### config.mk
export PLATFORM = sky130hd
export DESIGN_NAME = crypto_lane_responder
export DESIGN_NICKNAME = d
export VERILOG_FILES = /design/src/rtl/crypto_lane_responder.sv
export SDC_FILE = /design/constraint.sdc
export NUM_CORES = 2
export LEC_CHECK = 0
export CORE_UTILIZATION = 61
export DETAILED_ROUTE_END_ITERATION = 8
export MAX_ROUTING_LAYER = met4
export PLACE_DENSITY = 0.84
export RECOVER_POWER = 100
export SLEW_MARGIN = 20
export SYNTH_ARGS = -nofsm -noshare
export SYNTH_HDL_FRONTEND = slang
export SYNTH_SLANG_ARGS = --single-unit
### constraint.sdc
create_clock -name clk_i -period 12.6 [get_ports clk_i]
set_input_delay 1.89 -clock clk_i [delete_from_list [all_inputs] [get_ports clk_i]]
set_output_delay 1.89 -clock clk_i [all_outputs]
set_load 0.01 [all_outputs]
### src/rtl/crypto_lane_responder.sv
// Lane-side stub for the crypto unit: three preloaded operand FIFOs feeding the unit,
// plus a VRF write responder that grants result writes after a fixed latency.
module crypto_lane_responder #(
   parameter int ELEN       = 64,
   parameter int AddrW      = 32,
   parameter int IdW        = 3,
   parameter int OpDepth    = 8,
   parameter int GntLatency = 2,
   parameter int CntW       = 16
) (
   input  logic                  clk_i,
   input  logic                  rstn_i,
   input  logic                  cfg_valid_i,
   output logic                  cfg_ready_o,
   input  logic [IdW-1:0]        cfg_id_i,
   input  logic [CntW-1:0]       cfg_nelem_i,
   input  logic [2:0]            op_push_i,
   input  logic [3*ELEN-1:0]     op_data_i,
   output logic [2:0]            op_full_o,
   output logic [3*ELEN-1:0]     crypto_operand_o,
   output logic [2:0]            crypto_operand_valid_o,
   input  logic [2:0]            crypto_operand_ready_i,
   input  logic                  crypto_result_req_i,
   input  logic [IdW-1:0]        crypto_result_id_i,
   input  logic [AddrW-1:0]      crypto_result_addr_i,
   input  logic [ELEN-1:0]       crypto_result_wdata_i,
   input  logic [ELEN/8-1:0]     crypto_result_be_i,
   output logic                  crypto_result_gnt_o,
   output logic                  crypto_result_final_gnt_o,
   output logic                  wr_valid_o,
   output logic [AddrW-1:0]      wr_addr_o,
   output logic [ELEN-1:0]       wr_data_o,
   output logic [ELEN/8-1:0]     wr_be_o,
   output logic                  done_o,
   output logic [2:0]            err_o
);

   localparam int PtrW = (OpDepth > 1) ? $clog2(OpDepth) : 1;
   localparam int BeW  = ELEN / 8;
   localparam logic [3:0] GntLat = 4'(GntLatency);

   typedef enum logic [2:0] {
      S_IDLE     = 3'd0,
      S_WAIT_REQ = 3'd1,
      S_DELAY    = 3'd2,
      S_GRANT    = 3'd3,
      S_COMMIT   = 3'd4
   } state_e;

   logic [2:0] ovf_s;

   genvar gi;
   for (gi = 0; gi < 3; gi++) begin : g_fifo
      logic [ELEN-1:0] mem_q [OpDepth];
      logic [PtrW-1:0] wr_ptr_q, wr_ptr_d, rd_ptr_q, rd_ptr_d;
      logic [PtrW:0]   count_q, count_d;
      logic            full_s, empty_s, push_s, pop_s;

      // Full is judged on the pre-pop count, so a push into a full FIFO is lost even with a pop.
      always_comb begin
         full_s   = (count_q == (PtrW+1)'(OpDepth));
         empty_s  = (count_q == '0);
         push_s   = op_push_i[gi] & ~full_s;
         pop_s    = crypto_operand_ready_i[gi] & ~empty_s;
         wr_ptr_d = push_s ? wr_ptr_q + PtrW'(1) : wr_ptr_q;
         rd_ptr_d = pop_s ? rd_ptr_q + PtrW'(1) : rd_ptr_q;
         case ({push_s, pop_s})
            2'b10:   count_d = count_q + (PtrW+1)'(1);
            2'b01:   count_d = count_q - (PtrW+1)'(1);
            default: count_d = count_q;
         endcase
      end

      always_ff @(posedge clk_i or negedge rstn_i) begin
         if (!rstn_i) begin
            wr_ptr_q <= '0;
            rd_ptr_q <= '0;
            count_q  <= '0;
         end else begin
            wr_ptr_q <= wr_ptr_d;
            rd_ptr_q <= rd_ptr_d;
            count_q  <= count_d;
         end
      end

      always_ff @(posedge clk_i) begin
         if (push_s) begin
            mem_q[wr_ptr_q] <= op_data_i[gi*ELEN +: ELEN];
         end
      end

      assign op_full_o[gi]                     = full_s;
      assign crypto_operand_valid_o[gi]        = ~empty_s;
      assign crypto_operand_o[gi*ELEN +: ELEN] = empty_s ? '0 : mem_q[rd_ptr_q];
      assign ovf_s[gi]                         = op_push_i[gi] & full_s;
   end

   state_e           state_q, state_d;
   logic [IdW-1:0]   cfg_id_q, cfg_id_d;
   logic [CntW-1:0]  nelem_q, nelem_d, cnt_q, cnt_d;
   logic [3:0]       wait_q, wait_d;
   logic [AddrW-1:0] addr_q, addr_d;
   logic [ELEN-1:0]  data_q, data_d;
   logic [BeW-1:0]   be_q, be_d;
   logic [2:0]       err_q, err_d;
   logic             done_zero_q, done_zero_d;

   always_ff @(posedge clk_i or negedge rstn_i) begin
      if (!rstn_i) begin
         state_q <= S_IDLE;
      end else begin
         state_q <= state_d;
      end
   end

   always_ff @(posedge clk_i or negedge rstn_i) begin
      if (!rstn_i) begin
         cfg_id_q    <= '0;
         nelem_q     <= '0;
         cnt_q       <= '0;
         wait_q      <= 4'd0;
         addr_q      <= '0;
         data_q      <= '0;
         be_q        <= '0;
         err_q       <= 3'b000;
         done_zero_q <= 1'b0;
      end else begin
         cfg_id_q    <= cfg_id_d;
         nelem_q     <= nelem_d;
         cnt_q       <= cnt_d;
         wait_q      <= wait_d;
         addr_q      <= addr_d;
         data_q      <= data_d;
         be_q        <= be_d;
         err_q       <= err_d;
         done_zero_q <= done_zero_d;
      end
   end

   always_comb begin
      state_d     = state_q;
      cfg_id_d    = cfg_id_q;
      nelem_d     = nelem_q;
      cnt_d       = cnt_q;
      wait_d      = wait_q;
      addr_d      = addr_q;
      data_d      = data_q;
      be_d        = be_q;
      err_d       = err_q | {(|ovf_s), 2'b00};
      done_zero_d = 1'b0;
      case (state_q)
         S_IDLE: begin
            if (cfg_valid_i && (cfg_nelem_i != '0)) begin
               cfg_id_d = cfg_id_i;
               nelem_d  = cfg_nelem_i;
               cnt_d    = '0;
               state_d  = S_WAIT_REQ;
            end else begin
               done_zero_d = cfg_valid_i;
            end
         end
         S_WAIT_REQ: begin
            if (crypto_result_req_i) begin
               addr_d   = crypto_result_addr_i;
               data_d   = crypto_result_wdata_i;
               be_d     = crypto_result_be_i;
               wait_d   = 4'd0;
               err_d[0] = err_d[0] | (crypto_result_id_i != cfg_id_q);
               state_d  = (GntLat == 4'd0) ? S_GRANT : S_DELAY;
            end else begin
               state_d = S_WAIT_REQ;
            end
         end
         S_DELAY: begin
            if (!crypto_result_req_i) begin
               err_d[1] = 1'b1;
               state_d  = S_WAIT_REQ;
            end else if (wait_q == (GntLat - 4'd1)) begin
               state_d = S_GRANT;
            end else begin
               wait_d = wait_q + 4'd1;
            end
         end
         S_GRANT: begin
            cnt_d   = cnt_q + CntW'(1);
            state_d = S_COMMIT;
         end
         S_COMMIT: begin
            state_d = (cnt_q == nelem_q) ? S_IDLE : S_WAIT_REQ;
         end
         default: begin
            state_d = S_IDLE;
         end
      endcase
   end

   // Strobes decode straight from the state register, so they drop the instant reset hits.
   always_comb begin
      cfg_ready_o               = 1'b0;
      crypto_result_gnt_o       = 1'b0;
      crypto_result_final_gnt_o = 1'b0;
      wr_valid_o                = 1'b0;
      done_o                    = done_zero_q;
      case (state_q)
         S_IDLE:   cfg_ready_o = 1'b1;
         S_GRANT:  crypto_result_gnt_o = 1'b1;
         S_COMMIT: begin
            crypto_result_final_gnt_o = 1'b1;
            wr_valid_o                = 1'b1;
            done_o                    = done_zero_q | (cnt_q == nelem_q);
         end
         default:  cfg_ready_o = 1'b0;
      endcase
   end

   assign wr_addr_o = addr_q;
   assign wr_data_o = data_q;
   assign wr_be_o   = be_q;
   assign err_o     = err_q;

endmodule

After elaboration in Yosys (flattened, before gate mapping)
Memory sizes are Yosys's and may differ from the RTL's.
Cells that the tools add are included.
Storage, ports and cells
  output and inout port bits: 310
  word-level logic and storage cells: 126
  input port bits: 328
  memories kept: 3
  memory bits (writable): 1536
  bits in registers: 180
  bits in latches: 0
  memory bits (read-only): 0
Operators by class
  order comparisons: 0
  shift-type cells: 0
  mux-type cells: 34
  reductions and logical operators: 17
  $mul: 0
  equality and inequality tests: 21
  bitwise logic cells: 18
  div/mod/pow operators: 0
  $add $sub $neg: 14
Memory list
  g_fifo[0].mem_q: words 8, width 64, rd ports 1, clocked after memory_dff 0, write ports 1, line 54  | logic [ELEN-1:0] mem_q [OpDepth];
  g_fifo[1].mem_q: words 8, width 64, rd ports 1, clocked after memory_dff 0, write ports 1, line 54
  g_fifo[2].mem_q: words 8, width 64, rd ports 1, clocked after memory_dff 0, write ports 1, line 54
Operator list (number)
  64-bit 2-to-1 mux: 3
  16-bit one-hot mux with 2 select lines: 1
  4-bit one-hot mux with 2 select lines: 4
  3-bit by 1-bit adder with 3-bit output, second input constant: 6
  1-bit 2-to-1 mux: 17
  16-bit by 1-bit adder with 16-bit output, second input constant: 1
  4-bit by 1-bit adder with 4-bit output, second input constant: 4
  16-bit equality test: 1
  16-bit 2-to-1 mux: 1
  16-bit nonzero test: 1
  3-bit one-hot mux with 5 select lines: 1
  4-bit equality test, second input constant: 3
  4-bit logical NOT: 3
  4-bit 2-to-1 mux: 3
  4-bit by 1-bit subtractor with 4-bit output, second input constant: 3
  2-bit nonzero test: 5
  1-bit bitwise AND: 9
  3-bit 2-to-1 mux: 3
  2-bit inequality test, second input constant: 4
  2-bit AND reduction: 4
  2-bit by 1-bit equality test with 1-bit output, second input constant: 3
  2-bit equality test, second input constant: 3
  3-bit by 2-bit equality test with 1-bit output, second input constant: 2
  1-bit inverter: 6
  other kinds (12): 13

Depth between registers and ports, before layout
  depth after elaboration: 7
  depth in mapped cells: 12
  depth with buffers taken out: 10

Worst setup path after synthesis
No wires, ideal clock.
  path type: input to register
  start point: input op_push_i[0]
  end point: memory g_fifo[0].mem_q[0][0], enable pin
  stages: 3
  data arrival time: 8453 ps
  setup time: 645 ps
  required time: 11955 ps
  path slack: 3502 ps
  buffers on the path: 0
  cell sequence: nor2b_1 clkinv_1 nor4_1
Between the ends
  longest elaborated chain between the ends: 3
Ends and longest elaborated chain
  from (decl): line 17  | input logic [2:0] op_push_i,
  1-bit bitwise AND: line 63  | push_s = op_push_i[gi] & ~full_s;
  1-bit 2-to-1 mux: line 87  | if (push_s) begin
  1-bit 2-to-1 mux (implied by the code): line 88  | mem_q[wr_ptr_q] <= op_data_i[gi*ELEN +: ELEN];
  to (decl): line 54
Every way passes these cells.

Worst setup path after layout
  start point: register g_fifo[1].count_q[1]
  end point: output crypto_operand_o[113]
Between the ends
  longest elaborated chain between the ends: 2
Ends and longest elaborated chain
  from (decl): line 56  | logic [PtrW:0] count_q, count_d;
  from (signal assigned): line 82  | count_q <= count_d;
  4-bit logical NOT: line 62  | empty_s = (count_q == '0);
  64-bit 2-to-1 mux: line 94  | assign crypto_operand_o[gi*ELEN +: ELEN] = empty_s ? '0 : mem_q[rd_ptr_q];
  to (decl): line 20  | output logic [3*ELEN-1:0] crypto_operand_o,
Every way passes these cells.

==> flow_summary.yaml <==
outcome:
  outcome: "complete, but fails checks"
  violations: "capacitance limit, slew limit"
synth:
  async_flop_share: 0.105
  synth-xor-area-share: 0.00638
  syn-cell-area_mm2: 0.0659
  synth_fa_ha_area_frac: 0.00342
  seq_area_frac_synth: 0.768
  yosys_warnings: 0
  synth_nets: 3433
  synthFlopType: "edfxtp_1"
  muxShareOfSynthArea: 0.179
  synthCells: 3087
  synth.distinct_cells: 56
  netlist_top_cells_area: "edfxtp_1 (70%), mux4_2 (13%), dfrtp_1 (6.8%), mux2i_1 (2.9%), mux2_2 (1.9%)"
  synth-edff-count: 1536
  synth_compound_area_frac: 0.00524
  synth_top_area_frac: 0.700
  yosysTopAreaCell: "edfxtp_1"
  yosys.area_share.simple: 0.0260
  syn_area_per_cell_um2: 21.4
  ys_seq_elements: 1716
  synth_top_family_by_area: "multiplexers"
worst_setup_path:
  cp-endpoint: "crypto_operand_o[113]"
  required_ns: 10.71
  path_class: "flip-flop to output pin"
  r2r_end: "g_fifo[1].mem_q[5][11]"
  crit_fanout: 65
  worstReg2RegStart: "g_fifo[1].count_q[0]"
  r2r_slack_ns: 6.66
  r2r_cells: 5
  worstSetupStartpoint: "g_fifo[1].count_q[1]"
  endpoint_kind: "output pin"
  cp.arrival_ns: 6.05
  worstSetupStartpointType: "flip-flop"
final_layout:
  n_fill_cell: 5673
  layout-drive-gt1-share: 0.192
  nets: 4140
  area.growth.synth_to_final_pct: 20.3
timing:
  finClkSkew_ns: 0.0434
  fin_crit_sh: 0.630
  finalHoldViolCount: 0
  max-slew-margin-rel: -3.02
  rsz0062_at_grt: "false"
  tightest_slew_ns: 6.02
  max_clock_freq_ghz: 0.126
  tns_ns: 0
  worst_hold_slack_ns: 0.474
  slew_viol_final: 1955
  fin_crit_ns: 7.94
  setup_violations: 0
placement:
  io_buffers: 637
  dp_hpwl_mm: 83.6
  gp_congestion: 0.809
clock_tree:
  clkLatencyLatePin_ns: 0.77
  postCtsSetupRepairBufs: 0
  cts_made_buffers: 167
  hold_buffers: 0
  cts_resized: 0
  cts_num_sinks: 1716
  clockBufferDepth: 3
  clk_pin_slew_ns: 0.06
  cts_root_buf: "clkbuf_16"
  h-tree-depth: 4
  cts_tree: "yes"
pwr:
  irDropWorstVdd_v: 0.000197
  leakagePower_nw: 26.8
  cellPowerDensity_mw_per_mm2: 242
global_route:
  grtUsageTotal: 0.287
  grt_overflow: 0
  grt_pass1_vias: 34500
  antenna_found_initial: 76
  grt_max_degree: 103
  grt_pass1_wl_mm: 220
drt:
  via_count: 33700
  dr.pass1.iters: 7
  dr.first_iter.drc_count: 3351
  ant_nets: 0
  routed_wl_mm: 156
  drc: 0
  post_drt_wl_per_cell_um: 28.8
  viasPerCell: 6.22
die:
  die_w_um: 331
  core.rowCount: 120
  start_util: 0.616
  core_area_mm2: 0.107
  die-height_um: 331
  ios: 638
  die_area_mm2: 0.109
min_path:
  hold_class: "flip-flop to flip-flop"
flow_run:
  cap_violations: 49
[metrics by stage]
stage | worst slack [ns] | util | area [um2] | power, mW | instances
after floorplan | 3.50 | - | 65900 | 11.6 | 3087
after detailed placement | 6.41 | 0.691 | 74000 | 14.5 | 5026
final | 4.66 | 0.741 | 79300 | 19.2 | 5409
after CTS | 5.40 | 0.742 | 79400 | 19.6 | 5337
after global routing | 3.74 | 0.741 | 79300 | 19.9 | 5398
after global placement | 6.48 | 0.691 | 74000 | 14.3 | 5025
[Yosys cell counts (3+ instances only)]
library cell and count:
a21oi_1 10, a31oi_1 3, and2_1 3, buf_1 26
buf_2 62, buf_4 8, clkbuf_1 62, clkinv_1 4
dfrtp_1 180, edfxtp_1 1536, ha_1 18, inv_1 7
mux2_2 110, mux2i_1 192, mux4_2 384, nand2_1 93
nand2b_1 9, nand3_1 14, nand3b_1 4, nand4_1 10
nor2_1 214, nor2b_1 4, nor3_1 15, nor4_1 12
nor4b_1 3, o211ai_1 5, o21ai_0 10, o31ai_1 3
or2_2 3, xnor2_1 31, xor2_1 17
[cells in the final DEF, fill, tap and decap left out, types with 5 or more instances in the layout]
cell type and n:
nand3_1 14, clkdlybuf4s50_1 129, clkbuf_16 170, a21oi_1 10, o21ai_0 10, nor3_1 14, buf_4 11, diode_2 70
bufinv_16 16, inv_6 6, nand2b_1 9, nand4_1 10, mux2_2 109, dfrtp_1 171, clkbuf_1 89, nand2_1 93
nor4_1 11, ha_1 18, dlygate4sd3_1 507, inv_1 7, mux2i_1 192, clkinv_2 16, o211ai_1 5, clkinv_1 47
xnor2_1 31, edfxtp_1 1536, mux4_2 384, dfrtp_4 9, xor2_1 17, nor2_1 213
[routing by layer]
metal  GRT usage  up-vias  routed length [um]  share of wire
li1            -    14100                   -              -
met1       0.359    17400               55600           0.36
met2       0.457     1830               80500           0.52
met3      0.0701      331               14400          0.092
met4       0.114        0                5280          0.034
met5           -        -                   0              0
[where the power goes]
part | switching, mW | leakage, nW | internal [mW]
combinational | 3.18 | 8.02 | 3.07
clock | 2.15 | 2.64 | 2.85
sequential | 0.646 | 16.1 | 7.31
total | 5.97 | 26.8 | 13.2
[final cells by class]
class	count	area, um2	area share
clock buffers	216	4470	0.0563
diodes	70	175	0.00221
clock inverters	95	983	0.0124
multi-input cells	1199	14500	0.183
flip-flops and latches	1716	50700	0.639
repair buffers	699	6710	0.0845
well taps	1403	1760	0.0221
inverters	11	41.3	0.000521
[sequential cells by signal (all words and copies together), names as in the netlist]
register         flops
wr_addr_o           32
state_q              3
err_o                3
wr_be_o              8
nelem_q             16
g_fifo.count_q      12
cnt_q               16
wr_data_o           64
g_fifo.mem_q      1536
g_fifo.rd_ptr_q      9
wait_q               4
done_zero_q          1
cfg_id_q             3
g_fifo.wr_ptr_q      9
[worst min path at each step]
stage	start	end	depth (start not counted)
finish	err_o[0]	err_o[0]	1
global placement	err_o[0]	err_o[0]	1
detailed placement	err_o[0]	err_o[0]	1
CTS	err_o[2]	err_o[2]	2
floorplan	g_fifo[1].count_q[3]	g_fifo[1].count_q[3]	1
global route	err_o[0]	err_o[0]	1
[worst max-delay path, cell delays in order, from the launching register on]
cell,delay (ns)
dfrtp_1,0.45
nor4_1,0.30
clkbuf_1,2.88
nor2_1,0.69
dlygate4sd3_1,0.86
[logic make-up (layout without fill, tap and decap cells)]
group	after synthesis	after routing
xor gates and xnor gates	48	48
other	0	70
buffers and inverters	172	1021
DFF	1716	1716
AOI/OAI and AO/OA	51	51
muxes	686	686
adders and majority gates	18	18
and+or+nand+nor	396	396
No activity file was read; power rests on OpenSTA's default activity.
